### src/rtl/calc_pkg.sv
// Shared definitions for the typewriter write scheduler: FSM states,
// ASCII constants and the default timeout length.
package calc_pkg;

    typedef logic [7:0] ascii_t;

    typedef enum logic [2:0] {
        IDLE,
        WAIT_CALC,
        STREAM,
        NEWLINE,
        ERR_Q,
        ERR_CR
    } state_t;

    localparam ascii_t ASCII_CR  = 8'h0D;
    localparam ascii_t ASCII_ERR = 8'h3F;

    localparam int TIMEOUT_CYC_DEF = 2_000_000;

endpackage

### src/rtl/calc_write_sched_if.sv
// Character/handshake bundle between the write scheduler and its neighbours:
// keyboard decoder, calculator core, bin2BCD and the result streamer.
// master = scheduler side, slave = surrounding blocks.
interface calc_write_sched_if;
    import calc_pkg::*;

    logic   kb_valid;
    ascii_t kb_ascii;
    logic   calc_finish;
    logic   res_valid;
    ascii_t res_ascii;
    logic   res_last;
    logic   calc_start;
    logic   bcd_start;
    logic   wr_valid;
    ascii_t wr_ascii;

    modport master (
        input  kb_valid, kb_ascii, calc_finish, res_valid, res_ascii, res_last,
        output calc_start, bcd_start, wr_valid, wr_ascii
    );

    modport slave (
        output kb_valid, kb_ascii, calc_finish, res_valid, res_ascii, res_last,
        input  calc_start, bcd_start, wr_valid, wr_ascii
    );

endinterface

### src/rtl/key_fifo.sv
// Small synchronous key buffer. DEPTH must be a power of two so the
// pointers wrap naturally. A push while full is accepted only when a pop
// happens in the same cycle.
module key_fifo
    import calc_pkg::*;
#(
    parameter int DEPTH = 4
) (
    input  logic   clk,
    input  logic   rst_n,
    input  logic   push,
    input  logic   pop,
    input  ascii_t din,
    output ascii_t dout,
    output logic   full,
    output logic   empty
);

    localparam int AW = $clog2(DEPTH);
    localparam int CW = AW + 1;

    ascii_t          mem [DEPTH];
    logic [AW-1:0]   wr_ptr;
    logic [AW-1:0]   rd_ptr;
    logic [CW-1:0]   count;
    logic            do_push;
    logic            do_pop;

    assign full    = (count == CW'(DEPTH));
    assign empty   = (count == '0);
    assign do_pop  = pop & ~empty;
    assign do_push = push & (~full | do_pop);
    assign dout    = mem[rd_ptr];

    // Storage array: data only, no reset needed
    always_ff @(posedge clk) begin
        if (do_push) begin
            mem[wr_ptr] <= din;
        end
    end

    // Pointers and occupancy; reset flushes the buffer
    always_ff @(posedge clk or negedge rst_n) begin
        if (!rst_n) begin
            wr_ptr <= '0;
            rd_ptr <= '0;
            count  <= '0;
        end else begin
            if (do_push) wr_ptr <= wr_ptr + AW'(1);
            if (do_pop)  rd_ptr <= rd_ptr + AW'(1);
            case ({do_push, do_pop})
                2'b10:   count <= count + CW'(1);
                2'b01:   count <= count - CW'(1);
                default: count <= count;
            endcase
        end
    end

endmodule

### src/rtl/calc_write_sched.sv
// Typewriter write-port scheduler. Grants the single write port to keyed
// characters in IDLE and to result characters during a calculation, and
// issues the calculator / bin2BCD start pulses.
// Build option: define CALC_SCHED_KEY_FIFO_EN to buffer keys that arrive
// while busy and replay them in IDLE; otherwise such keys are dropped.
module calc_write_sched
    import calc_pkg::*;
#(
    parameter int FIFO_DEPTH  = 4,
    parameter int TIMEOUT_CYC = TIMEOUT_CYC_DEF
) (
    input  logic                clk_50m,
    input  logic                rst_n,
    calc_write_sched_if.master  bus,
    output logic                busy,
    output logic                timeout_err,
    output logic [7:0]          drop_cnt
);

    localparam int TMO_W = $clog2(TIMEOUT_CYC + 1);

    if (FIFO_DEPTH < 2 || (FIFO_DEPTH & (FIFO_DEPTH - 1)) != 0) begin : g_bad_depth
        $error("FIFO_DEPTH must be a power of two and at least 2");
    end
    if (TIMEOUT_CYC < 1) begin : g_bad_timeout
        $error("TIMEOUT_CYC must be at least 1");
    end

    function automatic logic [7:0] sat_inc8(input logic [7:0] v);
        return (v == 8'hFF) ? v : v + 8'd1;
    endfunction

    state_t            state;
    logic              calc_fin_q;
    logic              calc_rise;
    logic [TMO_W-1:0]  tmo_cnt;
    logic              tmo_hit;
    logic              key_vld;
    logic              key_drop;
    ascii_t            key_dat;

    assign calc_rise = bus.calc_finish & ~calc_fin_q;
    assign tmo_hit   = (tmo_cnt == TMO_W'(TIMEOUT_CYC - 1));

`ifdef CALC_SCHED_KEY_FIFO_EN
    logic   fifo_push;
    logic   fifo_pop;
    logic   fifo_full;
    logic   fifo_empty;
    ascii_t fifo_dout;

    key_fifo #(.DEPTH(FIFO_DEPTH)) u_key_fifo (
        .clk   (clk_50m),
        .rst_n (rst_n),
        .push  (fifo_push),
        .pop   (fifo_pop),
        .din   (bus.kb_ascii),
        .dout  (fifo_dout),
        .full  (fifo_full),
        .empty (fifo_empty)
    );

    // Key source: queued keys go first; a live key queues behind them to keep order
    always_comb begin
        fifo_pop  = (state == IDLE) && !fifo_empty;
        fifo_push = bus.kb_valid && ((state != IDLE) || !fifo_empty)
                    && (!fifo_full || fifo_pop);
        key_drop  = bus.kb_valid && (state != IDLE) && fifo_full;
        key_vld   = (state == IDLE) && (fifo_empty ? bus.kb_valid : 1'b1);
        key_dat   = fifo_empty ? bus.kb_ascii : fifo_dout;
    end
`else
    // Key source: live keys only; anything arriving while busy is lost
    always_comb begin
        key_vld  = (state == IDLE) && bus.kb_valid;
        key_dat  = bus.kb_ascii;
        key_drop = (state != IDLE) && bus.kb_valid;
    end
`endif

    // Scheduler FSM with registered strobes, status and drop counter
    always_ff @(posedge clk_50m or negedge rst_n) begin
        if (!rst_n) begin
            state          <= IDLE;
            calc_fin_q     <= 1'b0;
            tmo_cnt        <= '0;
            bus.wr_valid   <= 1'b0;
            bus.wr_ascii   <= '0;
            bus.calc_start <= 1'b0;
            bus.bcd_start  <= 1'b0;
            busy           <= 1'b0;
            timeout_err    <= 1'b0;
            drop_cnt       <= '0;
        end else begin
            calc_fin_q     <= bus.calc_finish;
            bus.wr_valid   <= 1'b0;
            bus.calc_start <= 1'b0;
            bus.bcd_start  <= 1'b0;
            if (key_drop) drop_cnt <= sat_inc8(drop_cnt);

            case (state)
                IDLE: begin
                    if (key_vld) begin
                        bus.wr_valid <= 1'b1;
                        bus.wr_ascii <= key_dat;
                        if (key_dat == ASCII_CR) begin
                            bus.calc_start <= 1'b1;
                            tmo_cnt        <= '0;
                            busy           <= 1'b1;
                            state          <= WAIT_CALC;
                        end
                    end
                end
                WAIT_CALC: begin
                    if (calc_rise) begin
                        bus.bcd_start <= 1'b1;
                        tmo_cnt       <= '0;
                        state         <= STREAM;
                    end else if (tmo_hit) begin
                        timeout_err <= 1'b1;
                        state       <= ERR_Q;
                    end else begin
                        tmo_cnt <= tmo_cnt + TMO_W'(1);
                    end
                end
                STREAM: begin
                    if (bus.res_valid) begin
                        bus.wr_valid <= 1'b1;
                        bus.wr_ascii <= bus.res_ascii;
                    end
                    if (bus.res_valid && bus.res_last) begin
                        state <= NEWLINE;
                    end else if (tmo_hit) begin
                        timeout_err <= 1'b1;
                        state       <= ERR_Q;
                    end else begin
                        tmo_cnt <= tmo_cnt + TMO_W'(1);
                    end
                end
                NEWLINE: begin
                    bus.wr_valid <= 1'b1;
                    bus.wr_ascii <= ASCII_CR;
                    busy         <= 1'b0;
                    state        <= IDLE;
                end
                ERR_Q: begin
                    bus.wr_valid <= 1'b1;
                    bus.wr_ascii <= ASCII_ERR;
                    state        <= ERR_CR;
                end
                ERR_CR: begin
                    bus.wr_valid <= 1'b1;
                    bus.wr_ascii <= ASCII_CR;
                    busy         <= 1'b0;
                    state        <= IDLE;
                end
                default: begin
                    busy  <= 1'b0;
                    state <= IDLE;
                end
            endcase
        end
    end

endmodule

### src/flat_wrapper.sv
// flat-port wrapper written by rule: the top's interface ports become plain ports
module calc_write_sched_flat import calc_pkg::*;
#(
    parameter int FIFO_DEPTH  = 4,
    parameter int TIMEOUT_CYC = TIMEOUT_CYC_DEF
)
  (clk_50m, rst_n, busy, timeout_err, drop_cnt, bus_kb_valid, bus_kb_ascii, bus_calc_finish, bus_res_valid, bus_res_ascii, bus_res_last, bus_calc_start, bus_bcd_start, bus_wr_valid, bus_wr_ascii);
  calc_write_sched_if bus_i ();
  input  logic clk_50m;
  input  logic rst_n;
  output logic busy;
  output logic timeout_err;
  output logic [7:0] drop_cnt;
  input wire logic [$bits(bus_i.kb_valid)-1:0] bus_kb_valid;
  input wire logic [$bits(bus_i.kb_ascii)-1:0] bus_kb_ascii;
  input wire logic [$bits(bus_i.calc_finish)-1:0] bus_calc_finish;
  input wire logic [$bits(bus_i.res_valid)-1:0] bus_res_valid;
  input wire logic [$bits(bus_i.res_ascii)-1:0] bus_res_ascii;
  input wire logic [$bits(bus_i.res_last)-1:0] bus_res_last;
  output wire logic [$bits(bus_i.calc_start)-1:0] bus_calc_start;
  output wire logic [$bits(bus_i.bcd_start)-1:0] bus_bcd_start;
  output wire logic [$bits(bus_i.wr_valid)-1:0] bus_wr_valid;
  output wire logic [$bits(bus_i.wr_ascii)-1:0] bus_wr_ascii;
  assign bus_i.kb_valid = bus_kb_valid;
  assign bus_i.kb_ascii = bus_kb_ascii;
  assign bus_i.calc_finish = bus_calc_finish;
  assign bus_i.res_valid = bus_res_valid;
  assign bus_i.res_ascii = bus_res_ascii;
  assign bus_i.res_last = bus_res_last;
  assign bus_calc_start = bus_i.calc_start;
  assign bus_bcd_start = bus_i.bcd_start;
  assign bus_wr_valid = bus_i.wr_valid;
  assign bus_wr_ascii = bus_i.wr_ascii;
  calc_write_sched #(.FIFO_DEPTH(FIFO_DEPTH), .TIMEOUT_CYC(TIMEOUT_CYC)) u_core (.clk_50m(clk_50m), .rst_n(rst_n), .bus(bus_i), .busy(busy), .timeout_err(timeout_err), .drop_cnt(drop_cnt));
endmodule
### config.mk
export PLATFORM = sky130hd
export DESIGN_NAME = calc_write_sched_flat
export DESIGN_NICKNAME = d
export VERILOG_FILES = /design/src/rtl/calc_pkg.sv /design/src/rtl/calc_write_sched_if.sv /design/src/rtl/key_fifo.sv /design/src/rtl/calc_write_sched.sv /design/src/flat_wrapper.sv
export SDC_FILE = /design/constraint.sdc
export NUM_CORES = 1
export LEC_CHECK = 0
export ABC_CLOCK_PERIOD_IN_PS = 2200
export BUFFER_PORTS_ARGS = -buffer_cell sky130_fd_sc_hd__buf_2
export CAP_MARGIN = 40
export CORE_ASPECT_RATIO = 1.75
export CORE_MARGIN = 3
export CORE_UTILIZATION = 56
export CTS_CLUSTER_SIZE = 25
export DETAILED_ROUTE_END_ITERATION = 7
export GPL_TIMING_DRIVEN = 0
export PLACE_DENSITY = 0.84
export SLEW_MARGIN = 20
export SYNTH_ARGS = -nofsm -noshare
export SYNTH_HDL_FRONTEND = slang
export SYNTH_SLANG_ARGS = --single-unit
### constraint.sdc
create_clock -name clk_50m -period 2.2 [get_ports clk_50m]
set_input_delay 0 -clock clk_50m [delete_from_list [all_inputs] [get_ports clk_50m]]
set_output_delay 0 -clock clk_50m [all_outputs]
set_load 0.03 [all_outputs]
Yosys cells after proc, flatten, opt, wreduce, memory -nomap -nowiden
Index checks and enable logic that the tools add are counted.
Word-level totals
  output and inout port bits: 21
  word-level logic and storage cells: 76
  flip-flop bits (word level): 46
  input port bits: 22
Operators by class
  equality and inequality tests: 13
  $add $sub $neg: 2
  mux-type cells: 30
  reductions and logical operators: 17
  bitwise gates (word level): 4
Operators with widths (number)
  21-bit two-way mux: 5
  21-bit one-hot mux with 3 select lines: 1
  8-bit one-hot mux with 4 select lines: 1
  21-bit by 1-bit adder with 21-bit output, second input constant: 1
  21-bit equality test, second input constant: 1
  8-bit two-way mux: 2
  3-bit two-way mux: 5
  1-bit two-way mux: 12
  3-bit one-hot mux with 4 select lines: 1
  3-bit AND reduction: 3
  8-bit by 1-bit adder with 8-bit output, second input constant: 1
  8-bit by 4-bit equality test with 1-bit output, second input constant: 1
  8-bit equality test, second input constant: 1
  2-bit != test, second input constant: 4
  3-bit by 2-bit equality test with 1-bit output, second input constant: 2
  3-bit equality test, second input constant: 2
  3-bit nonzero test: 2
  3-bit OR reduction: 2
  1-bit one-hot mux with 2 select lines: 2
  2-bit AND reduction: 2
  4-bit AND reduction: 1
  4-bit nonzero test: 1
  3-bit by 1-bit equality test with 1-bit output, second input constant: 1
  1-bit logical AND: 3
  7 further kinds: 9

Logic depth before layout (Yosys ltp)
Gate-level depths: netlist (run 1).
  word-level depth: 4
  depth in mapped cells: 8
  depth with buffers taken out: 6

Worst setup path after synthesis (run 1)
Ideal clock, no wire load.
  kind: reg2reg
  start point: reg u_core.tmo_cnt[0]
  end point: reg u_core.tmo_cnt[7]
  arrival: 1589 ps
  slack: 534 ps
  path buffers: 0
  stages on the path, launching flop included: 7
  library setup time: 76 ps
  clock period less this slack: 1666 ps
  data required time: 2124 ps
  cell sequence: dfrtp_1 -> ha_1 -> and4_1 -> nand3_1 -> nor2_2 -> or4_1 -> o21ai_1
Between the ends
  longest elaborated chain between the ends: 4
  elaborated cells between the ends (all ways): 6
  those cells by class: add/sub (1); eq/ne (1); mux (4)
Ends and longest elaborated chain
  from (decl): line calc_write_sched.sv:36  | logic [TMO_W-1:0] tmo_cnt;
  from (signal assigned): line calc_write_sched.sv:123  | tmo_cnt <= tmo_cnt + TMO_W'(1);
  from (signal assigned): line calc_write_sched.sv:137  | tmo_cnt <= tmo_cnt + TMO_W'(1);
  21-bit by 1-bit adder with 21-bit output / 21-bit equality test (equally long branches): line calc_write_sched.sv:123, calc_write_sched.sv:137, calc_write_sched.sv:43
  21-bit two-way mux (*): line calc_write_sched.sv:119, calc_write_sched.sv:133
  21-bit two-way mux, on equally long branches: line calc_write_sched.sv:131, calc_write_sched.sv:115
  21-bit one-hot mux with 3 select lines (*): line calc_write_sched.sv:101  | case (state)
Mark *: on every way between the ends. The rest lies on a longest branch, timed or not. The select of a mux whose other input is x is not followed.
A chain may end at the register's enable or synchronous reset.

Worst setup path in the final report (run 1)
  start point: reg u_core.state[2]
  end point: reg u_core.bus.wr_ascii[0]
Between the ends
  longest elaborated chain between the ends: 4
  elaborated cells between the ends (all ways): 12
  those cells by class: eq/ne (6); mux (1); reduce/logical (5)
Ends and longest elaborated chain
  from (decl): line calc_write_sched.sv:33  | state_t state;
  from (signal assigned): line calc_write_sched.sv:84  | state <= IDLE;
  from (signal assigned): line calc_write_sched.sv:110  | state <= WAIT_CALC;
  from (signal assigned): line calc_write_sched.sv:118  | state <= STREAM;
  3-bit by 2-bit equality test with 1-bit output (tied with other cells): line calc_write_sched.sv:101
  2-bit OR reduction (no source line) / 1-bit logical AND (equally long branches)
  4-bit nonzero test (no source line) / 2-bit by 1-bit != test with 1-bit output (equally long branches)
  3-bit AND reduction (no source line)
  to (signal assigned): line calc_write_sched.sv:105  | bus.wr_ascii <= key_dat;
  to (signal assigned): line calc_write_sched.sv:129  | bus.wr_ascii <= bus.res_ascii;
  to (decl): line calc_write_sched_if.sv:20  | output calc_start, bcd_start, wr_valid, wr_ascii
Several ways; a longest one is shown, not always the timed one.

==> flow_summary_export.csv, run 1 <==
group,metric,value,unit
outcome,status,"completed",
yosys,synth_nets,288,
worst_setup_path,critPathLaunch,"u_core.state[2]$_DFFE_PN0P_",
placed_design,dp_hpwl,4.83,mm
sta,rsz0062_at_grt,"false",
yosys,netlist_instances,264,
global_route,grt_pass1_vias,2389,
yosys,synth_area,2570,um2
routing,avgViaCountPerCell,6.40,
routing,drc,0,
floorplanning,rows,32,
cts,cts_max_level,2,
sta,slew_violations,0,
worst_setup_path,cp_max_fo,10,
worst_setup_path,cp-end-kind,"flop",
floorplanning,die_h,95.6,um
sta,finClkSkew,8.90,ps
worst_setup_path,r2r_slack,280,ps
finish,area_growth_syn_to_layout,15.9,%
yosys,synth_edf_count,0,
cts,insertion_delay,310,ps
sta,finalCriticalPeriod,1920,ps
routing,wl_per_cell,17.6,um
yosys,synth.area.top_cells,"dfrtp_1 45%, nand2_1 3.5%, a21oi_1 3.3%",
yosys,ys.flop_type,"dfrtp_1",
worst_setup_path,rr_startpoint,"u_core.state[2]$_DFFE_PN0P_",
placed_design,io_buffers,42,
yosys,synth.ff_latch_count,46,
power,irDropWorstVdd,0.818,mV
finish,multi_input_area,1310,um2
power,p_sw,1.57,mW
worst_hold_path,min_from,"bus_res_ascii[2]",
routing,drtIter0Drc,129,
cts,cts_sinks,46,
worst_hold_path,hold_class,"input pin to flop",
power,swShare,0.448,
finish,num-nets-final,340,
power,power.internal,1.93,mW
finish,regArea,1150,um2
worst_setup_path,crit_type,"flop to flop",
finish,layout.cells.most_common_list,"47 x buf_2, 46 x dfrtp_1, 24 x nand2_1",
worst_setup_path,arrival,2110,ps
global_route,grtUsageTotal,0.255,
yosys,synthArstFlopShare,1.00,
cts,clk_path_buf_depth,2,
cts,path_clk_slew,90,ps
finish,utilization,0.676,
placed_design,place_congestion,0.835,
power,p_leak,1.36,nW
finish,antenna_cells,0,
floorplanning,die_width,57.2,um
floorplanning,die_area,5460,um2
routing,num_vias,2354,
sta,fin_crit_sh,0.874,
yosys,synth_top_cell_by_area,"dfrtp_1",
sta,slew-limit-headroom,0.435,
sta,final-setup-viol-count,0,
routing,ant_nets,0,
yosys,ys.warnings.count,0,
finish,nFillCells,351,
routing,firstDrtPassIters,5,
yosys,synth.avg_cell_area,9.72,um2
global_route,grt_pass1_wl,10.9,mm
cts,cts_root_buf,"clkbuf_8",
cts,cts_made_buffers,5,
global_route,grt_overflow,0,
worst_setup_path,cp.required,2380,ps
power,combPwrFrac,0.506,
global_route,grt_start_max_net_pins,29,
yosys,yosysSeqAreaShare,0.449,
sta,timing_hold_violations_final,0,
sta,tightest_slew,841,ps
routing,wirelength,6.49,mm
yosys,synth.distinct_cells,58,
power,power_density,1170,nW/um2
floorplanning,core_area,4400,um2
job,max_cap_violations,0,
power,sequentialPowerShare,0.336,
sta,max_freq,0.520,GHz
sta,fin_setup_tns,0,ps
worst_setup_path,worst_setup_path_start_kind,"flop",
finish,layout_commonest_cell,"buf_2",
floorplanning,io_pins,43,
yosys,yosysTopAreaCellShare,0.449,
floorplanning,initial_utilization,0.583,
global_route,antenna_found_initial,0,
finish,layout-drive-gt1-share,0.256,
power,p_clk_frac,0.158,
cts,cts_tree,"built",
-- routing by layer --
| layer | track usage | share of wire | vias to the layer above |
|---|---|---|---|
| li1 | - | - | 1092 |
| met1 | 0.268 | 0.36 | 1132 |
| met2 | 0.478 | 0.55 | 107 |
| met3 | 0.0366 | 0.063 | 23 |
| met4 | 0.133 | 0.031 | 0 |
| met5 | 0 | 0 | - |
-- synth_stat cells, types with 3 or more instances --
master and instances:
and3_1 4, a221oi_1 3, inv_1 6, o21ai_1 10, mux2_2 4, a22oi_1 4
nor2_1 17, a21o_1 5, o21ai_0 6, nand3_1 14, buf_6 4, nand4_1 9
buf_2 5, nand2_1 24, nor3_1 5, a21oi_1 17, a211oi_1 3, o31ai_1 3
o211ai_1 3, xnor2_1 4, a31oi_1 10, or3_1 5, mux2i_1 5, dfrtp_1 46
xor2_1 3
-- worst max-delay path, stage by stage, from the launching register on --
cell and delay [ps]:
dfrtp_1 370, buf_2 170, inv_2 180, o21ai_1 120, a22oi_1 340, buf_2 300, o211a_1 240, a21oi_1 100
-- layout make-up --
type                    count  area share
plain buffers              12      0.0273
flip-flops and latches     46       0.387
clock buffers               6      0.0278
inverters                   7     0.00883
repair buffers             45      0.0841
clock inverters             2     0.00421
well taps                  51      0.0214
multi-input cells         199       0.439
-- registers in the layout, summed over array words and instances, names as in the netlist --
name / flops
u_core.bus.wr_ascii: 8
u_core.calc_fin_q: 1
u_core.timeout_err: 1
u_core.tmo_cnt: 21
u_core.drop_cnt: 8
u_core.busy: 1
u_core.bus.wr_valid: 1
u_core.state: 3
u_core.bus.calc_start: 1
u_core.bus.bcd_start: 1
-- cells by family (layout without fill, tap and decap cells) --
| group | Yosys count | count (layout) | share of synthesized area |
|---|---|---|---|
| simple gates | 104 | 104 | 0.237 |
| compound gates | 77 | 77 | 0.202 |
| flops | 46 | 46 | 0.449 |
| buf+inv | 19 | 72 | 0.0419 |
| mux | 9 | 9 | 0.0371 |
| xor+xnor | 7 | 7 | 0.0239 |
| fa+ha+maj | 2 | 2 | 0.00975 |
-- metrics by stage --
step	hold WS (ps)	std cells	area, um2	power [mW]	setup WS, ps
2_1_floorplan	-296	264	2570	2.46	534
3_5_place_dp	-26.6	358	2860	2.95	300
5_1_grt	8.18	368	2980	3.70	118
4_1_cts	8.49	368	2980	3.50	288
3_3_place_gp	125	357	2840	2.88	330
6_report	4.79	368	2980	3.49	276
-- final timing paths --
| kind | to | cells after the start |
|---|---|---|
| worst max-delay path | u_core.bus.wr_ascii[0]$_DFFE_PN0P_ | 7 |
| worst min-delay path | u_core.bus.wr_ascii[2]$_DFFE_PN0P_ | 3 |
| worst max register to register | u_core.bus.wr_ascii[0]$_DFFE_PN0P_ | 7 |
| worst min register to register | u_core.timeout_err$_DFFE_PN0P_ | 1 |
| max in group asynchronous | u_core.drop_cnt[1]$_DFFE_PN0P_ | 3 |
| min in group asynchronous | u_core.bus.wr_ascii[2]$_DFFE_PN0P_ | 2 |
-- repair_timing --
item                                   4_1_cts  5_1_grt
hold buffers                                 2        0
setup buffers                                0        0
endpoints found under the hold margin       19        0
resized for setup                            0        0
-- power by group through the flow --
stage / clock, mW / combinational (mW) / sequential [mW]
6_report: 0.553 / 1.77 / 1.17
5_1_grt: 0.587 / 1.91 / 1.20
4_1_cts: 0.560 / 1.77 / 1.17
3_5_place_dp: 0 / 1.75 / 1.19
3_3_place_gp: 0 / 1.70 / 1.18
2_1_floorplan: 0 / 1.01 / 1.45
Power figures use the tool's default switching activity.
==> run 2: changes to the inputs <==
--- a/config.mk
+++ b/config.mk
@@ -6,7 +6,7 @@
 export NUM_CORES = 1
 export LEC_CHECK = 0
 export ABC_CLOCK_PERIOD_IN_PS = 2200
-export BUFFER_PORTS_ARGS = -buffer_cell sky130_fd_sc_hd__buf_2
+export BUFFER_PORTS_ARGS = -buffer_cell sky130_fd_sc_hd__buf_4
 export CAP_MARGIN = 40
 export CORE_ASPECT_RATIO = 1.75
 export CORE_MARGIN = 3
==> flow_summary_export.csv, run 2 (same netlist as run 1, synthesis figures left out) <==
group,metric,value,unit
outcome,status,"completed",
placed_design,place_congestion,0.915,
finish,antenna_cells,0,
global_route,grtUsageTotal,0.243,
sta,max_freq,0.504,GHz
sta,whs,8.40,ps
power,irDropWorstVdd,0.839,mV
floorplanning,rows,32,
worst_setup_path,cp.required,2400,ps
worst_setup_path,crit_type,"flop to flop",
finish,fin_cells,369,
cts,cts_made_buffers,5,
job,max_cap_violations,0,
sta,slew_violations,0,
cts,cts_sinks,46,
cts,cts_hold_buf,4,
placed_design,io_buffers,42,
global_route,busiest_layer,"met2",
worst_setup_path,arrival,2180,ps
cts,cts_resized,0,
placed_design,dp_cells,357,
routing,wl_per_cell,17.3,um
finish,area_growth_syn_to_layout,20.7,%
global_route,met2_usage,0.461,
finish,layout_commonest_cell,"dfrtp_1",
global_route,grt_start_max_net_pins,47,
worst_setup_path,r2r_slack,220,ps
cts,insertion_delay,310,ps
cts,clk_path_buf_depth,2,
routing,wirelength,6.38,mm
sta,final-setup-viol-count,0,
cts,path_clk_slew,90,ps
finish,layout.cells.most_common_list,"46 x dfrtp_1, 42 x buf_4, 24 x nand2_1",
floorplanning,initial_utilization,0.583,
cts,cts_max_level,2,
finish,largest_reg_flops,21,
sta,slew-limit-headroom,0.506,
floorplanning,die_h,95.6,um
cts,postCtsSetupRepairBufs,0,
cts,cts_root_buf,"clkbuf_8",
global_route,grt_pass1_vias,2346,
sta,fin_setup_tns,0,ps
placed_design,dp_hpwl,4.70,mm
cts,cts_tree,"built",
worst_hold_path,hold_class,"input pin to flop",
power,power_density,1190,nW/um2
routing,ant_nets,0,
routing,avgViaCountPerCell,6.32,
sta,fin_crit_sh,0.902,
worst_hold_path,min_to,"u_core.bus.wr_ascii[2]$_DFFE_PN0P_",
floorplanning,die_width,57.2,um
finish,utilization,0.703,
worst_setup_path,rr_startpoint,"u_core.state[2]$_DFFE_PN0P_",
finish,reg_top3,"u_core.tmo_cnt: 21 flops, u_core.bus.wr_ascii: 8 flops, u_core.drop_cnt: 8 flops",
worst_setup_path,cp_max_fo,10,
floorplanning,io_pins,43,
worst_hold_path,min_from,"bus_res_ascii[2]",
global_route,antenna_found_initial,0,
worst_setup_path,reg2reg_depth,6,
worst_setup_path,cp-end-kind,"flop",
floorplanning,die_area,5460,um2
global_route,grt_use_met3,0.0407,
global_route,grt_overflow,0,
power,p_total,3.68,mW
sta,timing_hold_violations_final,0,
routing,num_vias,2331,
worst_setup_path,worst_setup_path_start_kind,"flop",
worst_setup_path,r2r-end,"u_core.bus.wr_ascii[5]$_DFFE_PN0P_",
routing,drc,0,
finish,top_register,"u_core.tmo_cnt",
global_route,grt_pass1_wl,10.4,mm
routing,drtIter0Drc,94,
finish,layout-drive-gt1-share,0.252,
sta,rsz0062_at_grt,"false",
floorplanning,core_area,4400,um2
routing,firstDrtPassIters,4,
worst_hold_path,holdPathStages,3,
sta,tightest_slew,736,ps
power,p_leak,1.40,nW
sta,finClkSkew,9.58,ps
sta,finalCriticalPeriod,1980,ps
global_route,grt_util_met1,0.249,
finish,num-nets-final,341,
run 2: changes by cell type in the layout (fill, tap and decap cells not counted):
cell / previous run / this run
bufinv_16: 0 / 1
buf_4: 0 / 42
buf_12: 1 / 0
buf_2: 47 / 5
clkbuf_8: 6 / 5
dlygate4sd3_1: 2 / 4
inv_6: 0 / 1
clkinvlp_4: 1 / 0
run 2: layout make-up:
type / instances / area [um2]
repair buffers: 46 / 355
clock inverters: 3 / 43.8
flip-flops and latches: 46 / 1150
inverters: 7 / 26.3
fillers: 346 / 1310
multi-input cells: 199 / 1310
clock buffers: 5 / 68.8
well taps: 51 / 63.8
plain buffers: 12 / 81.3
run 2: per-stage QoR:
step / setup WS [ps] / area (um2)
floorplan: 534 / 2570
global placement: 331 / 2950
detailed placement: 254 / 2950
global route: 140 / 3100
CTS: 237 / 3100
finish: 217 / 3100
run 2: how the worst max path moves through the flow:
stage	to	slack [ps]	cells after the start	start
global placement	u_core.bus.wr_ascii[5]$_DFFE_PN0P_	330	6	u_core.state[2]$_DFFE_PN0P_
global route	u_core.bus.wr_ascii[5]$_DFFE_PN0P_	140	6	u_core.state[2]$_DFFE_PN0P_
detailed placement	u_core.bus.wr_ascii[5]$_DFFE_PN0P_	250	6	u_core.state[2]$_DFFE_PN0P_
finish	u_core.bus.wr_ascii[5]$_DFFE_PN0P_	220	6	u_core.state[2]$_DFFE_PN0P_
floorplan	u_core.tmo_cnt[7]$_DFFE_PN0P_	530	6	u_core.tmo_cnt[0]$_DFFE_PN0P_
CTS	u_core.bus.wr_ascii[5]$_DFFE_PN0P_	240	6	u_core.state[2]$_DFFE_PN0P_
run 2: critical path, stage by stage, from the launching register on:
cell and delay, ps:
dfrtp_1 380, buf_2 170, inv_2 180, o21ai_1 110
a22oi_1 370, buf_2 310, mux2_2 360
run 2: metal layers:
layer / part of all wire / routed length [um]
met1: 0.37 / 2370
met5: 0 / 0
met4: 0.019 / 123
met3: 0.053 / 338
met2: 0.56 / 3540
run 2: power by group:
group,internal [mW],switching (mW),total [mW]
Clock,0.341,0.303,0.643
Sequential,1.03,0.155,1.19
Combinational,0.732,1.12,1.85
Total,2.10,1.57,3.68
==> run 3: changes to the inputs <==
--- a/config.mk
+++ b/config.mk
@@ -7,15 +7,16 @@
 export LEC_CHECK = 0
 export ABC_CLOCK_PERIOD_IN_PS = 2200
 export BUFFER_PORTS_ARGS = -buffer_cell sky130_fd_sc_hd__buf_4
-export CAP_MARGIN = 40
 export CORE_ASPECT_RATIO = 1.75
 export CORE_MARGIN = 3
 export CORE_UTILIZATION = 56
 export CTS_CLUSTER_SIZE = 25
 export DETAILED_ROUTE_END_ITERATION = 7
 export GPL_TIMING_DRIVEN = 0
-export PLACE_DENSITY = 0.84
+export PLACE_DENSITY = 0.85
+export SETUP_SLACK_MARGIN = 0.4
 export SLEW_MARGIN = 20
 export SYNTH_ARGS = -nofsm -noshare
 export SYNTH_HDL_FRONTEND = slang
+export SYNTH_HIERARCHICAL = 1
 export SYNTH_SLANG_ARGS = --single-unit
==> flow_summary_export.csv, run 3 <==
group,metric,value,unit
sta,slew_violations,0,
power,power.internal,2.05,mW
worst_setup_path,worstPathCellList,"ha_4, nand4_4, or3_1, o21ai_0, a31oi_1",
yosys,netlist_instances,266,
sta,fin_setup_tns,0,ps
worst_setup_path,arrival,2020,ps
finish,area_growth_syn_to_layout,29.3,%
worst_hold_path,hold_class,"input pin to flop",
routing,firstDrtPassIters,5,
sta,finClkSkew,12.6,ps
floorplanning,die_width,56.7,um
job,max_cap_violations,0,
routing,wirelength,6.87,mm
floorplanning,rows,31,
worst_setup_path,cp-end-kind,"flop",
placed_design,dp_hpwl,4.53,mm
cts,cts_made_buffers,5,
yosys,synth_edf_count,0,
sta,rsz0062_at_grt,"true",
yosys,synth_most_common_cell,"dfrtp_1",
routing,num_vias,2464,
yosys,yosysSeqAreaShare,0.456,
power,irDropWorstVdd,0.908,mV
worst_setup_path,r2r-end,"u_core/tmo_cnt[14]$_DFFE_PN0P_",
sta,timing_hold_violations_final,0,
worst_setup_path,crit_type,"flop to flop",
global_route,grt_start_max_net_pins,47,
yosys,synth.ff_latch_count,46,
cts,insertion_delay,300,ps
global_route,grtUsageTotal,0.255,
sta,whs,12.2,ps
worst_setup_path,critPathTopFamily,"simple AND/OR/NAND/NOR gates",
yosys,synth_top_cell_by_area,"dfrtp_1",
worst_setup_path,r2r_slack,350,ps
finish,num-nets-final,356,
power,p_clk_frac,0.172,
finish,layout_commonest_cell,"buf_4",
worst_setup_path,rr_startpoint,"u_core/tmo_cnt[0]$_DFFE_PN0P_",
yosys,yosysTopAreaCellShare,0.456,
yosys,yosys-top-cells-count,"46 x dfrtp_1, 28 x nand2_1, 24 x a21oi_1, 22 x nor2_1, 16 x o21ai_0",
yosys,ys.flop_type,"dfrtp_1",
yosys,synth_nets,290,
power,power_density,1100,nW/um2
outcome,status,"completed",
floorplanning,io_pins,43,
worst_hold_path,holdPathStages,3,
yosys,synth.distinct_cells,57,
floorplanning,die_area,5380,um2
floorplanning,core_area,4230,um2
global_route,antenna_found_initial,0,
floorplanning,initial_utilization,0.597,
cts,cts_tree,"built",
power,sequentialPowerShare,0.343,
worst_setup_path,cp_max_fo,6,
worst_setup_path,cp.required,2370,ps
cts,cts_sinks,46,
yosys,synth_area,2520,um2
yosys,ys.warnings.count,6,
worst_setup_path,cp_slowest_cell,"or3_1",
finish,reg_top3,"u_core/tmo_cnt: 21 flops, u_core/bus.wr_ascii: 8 flops, u_core/drop_cnt: 8 flops",
cts,cts_root_buf,"clkbuf_8",
yosys,synthArstFlopShare,1.00,
global_route,grt_util_met1,0.284,
power,p_sw,1.54,mW
sta,fin_crit_sh,0.839,
placed_design,place_congestion,0.862,
sta,finalCriticalPeriod,1850,ps
finish,largest_reg_flops,21,
worst_hold_path,min_to,"u_core/bus.wr_ascii[4]$_DFFE_PN0P_",
sta,slew-limit-headroom,0.617,
cts,cts_max_level,2,
cts,path_clk_slew,90,ps
routing,drtIter0Drc,111,
sta,max_freq,0.542,GHz
worst_setup_path,crit_buf_inv,0,
global_route,grt_overflow,0,
worst_setup_path,reg2reg_depth,5,
global_route,busiest_layer,"met2",
global_route,grt_pass1_wl,10.7,mm
finish,layout.cells.most_common_list,"57 x buf_4, 41 x dfrtp_1, 28 x nand2_1",
routing,avgViaCountPerCell,6.45,
finish,antenna_cells,0,
finish,layout-drive-gt1-share,0.315,
global_route,grt_use_met3,0.0301,
power,combPwrFrac,0.484,
global_route,grt_pass1_vias,2363,
routing,wl_per_cell,18.0,um
routing,drc,0,
worst_setup_path,worst_path_largest_cell_delay,460,ps
global_route,met2_usage,0.482,
power,swShare,0.428,
finish,top_register,"u_core/tmo_cnt",
routing,ant_nets,0,
power,p_leak,1.47,nW
sta,final-setup-viol-count,0,
worst_hold_path,min_from,"bus_kb_ascii[4]",
yosys,synth.area.top_cells,"dfrtp_1 46%, a21oi_1 4.8%, nand2_1 4.2%",
placed_design,io_buffers,42,
worst_setup_path,worst_setup_path_start_kind,"flop",
floorplanning,die_h,94.8,um
yosys,synth.avg_cell_area,9.48,um2
sta,tightest_slew,575,ps
cts,clk_path_buf_depth,2,
-- run 3: worst max path at each step --
stage | from | endpoint | cells after the start
2_1_floorplan | u_core/tmo_cnt[0]$_DFFE_PN0P_ | u_core/tmo_cnt[18]$_DFFE_PN0P_ | 6
6_report | u_core/tmo_cnt[0]$_DFFE_PN0P_ | u_core/tmo_cnt[14]$_DFFE_PN0P_ | 5
4_1_cts | u_core/state[2]$_DFFE_PN0P_ | u_core/tmo_cnt[2]$_DFFE_PN0P_ | 5
5_1_grt | u_core/tmo_cnt[0]$_DFFE_PN0P_ | u_core/tmo_cnt[14]$_DFFE_PN0P_ | 6
3_5_place_dp | u_core/tmo_cnt[0]$_DFFE_PN0P_ | u_core/tmo_cnt[18]$_DFFE_PN0P_ | 6
3_3_place_gp | u_core/tmo_cnt[0]$_DFFE_PN0P_ | u_core/tmo_cnt[18]$_DFFE_PN0P_ | 6
-- run 3: worst reg2reg max path, stage by stage, from the launching register on --
cell,delay [ps]
dfrtp_2,430
ha_4,190
nand4_4,170
or3_1,460
o21ai_0,310
a31oi_1,160
-- run 3: logic make-up after synthesis --
family                   Yosys count  synth area share
adder cells (fa/ha/maj)            2           0.00992
AO/OA/AOI/OAI                     82             0.214
XOR/XNOR                           8            0.0278
buffers and inverters             16            0.0347
AND/OR/NAND/NOR                  107             0.235
multiplexers                       5            0.0223
flip-flops                        46             0.456
-- run 3: layout make-up --
class                      instances  area [um2]
buffer                            12        78.8
clock buffer                       7        76.3
clock inverter                     1        30.0
fill                             280         967
inverter                           4        15.0
multi-input combinational        204        1390
sequential                        46        1160
tap                               49        61.3
timing repair buffer              59         452
-- run 3: power by group through the flow --
stage / Combinational [mW] / Sequential [mW] / Clock (mW)
after floorplan: 0.815 / 1.45 / 0
after global placement: 1.54 / 1.21 / 0
after detailed placement: 1.58 / 1.22 / 0
after CTS: 1.60 / 1.22 / 0.628
after global routing: 1.86 / 1.26 / 0.666
final: 1.74 / 1.23 / 0.619
-- run 3: metrics by stage --
stage / power (mW) / std cells / instance area (um2) / utilization / setup WS, ps
after floorplan: 2.27 / 266 / 2520 / - / 413
after global placement: 2.76 / 357 / 2900 / 0.686 / 204
after detailed placement: 2.80 / 357 / 2900 / 0.686 / 151
after CTS: 3.45 / 370 / 3090 / 0.731 / 397
after global routing: 3.79 / 382 / 3260 / 0.771 / 307
final: 3.59 / 382 / 3260 / 0.771 / 353
-- run 3: per-layer routing --
metal  part of all wire  up-vias  routed length (um)
met2               0.55      108                3810
met5                  0        -                   0
met4              0.027        0                 185
met3              0.051       15                 353
li1                   -     1132                   -
met1               0.37     1209                2520
-- run 3: what timing repair did --
item / in CTS / in global routing
hold buffers: 2 / 0
setup endpoints to repair: 19 / 30
endpoints found under the hold margin: 47 / 0
setup buffers: 3 / 12
resized for setup: 8 / 21
pin swaps: 7 / 7
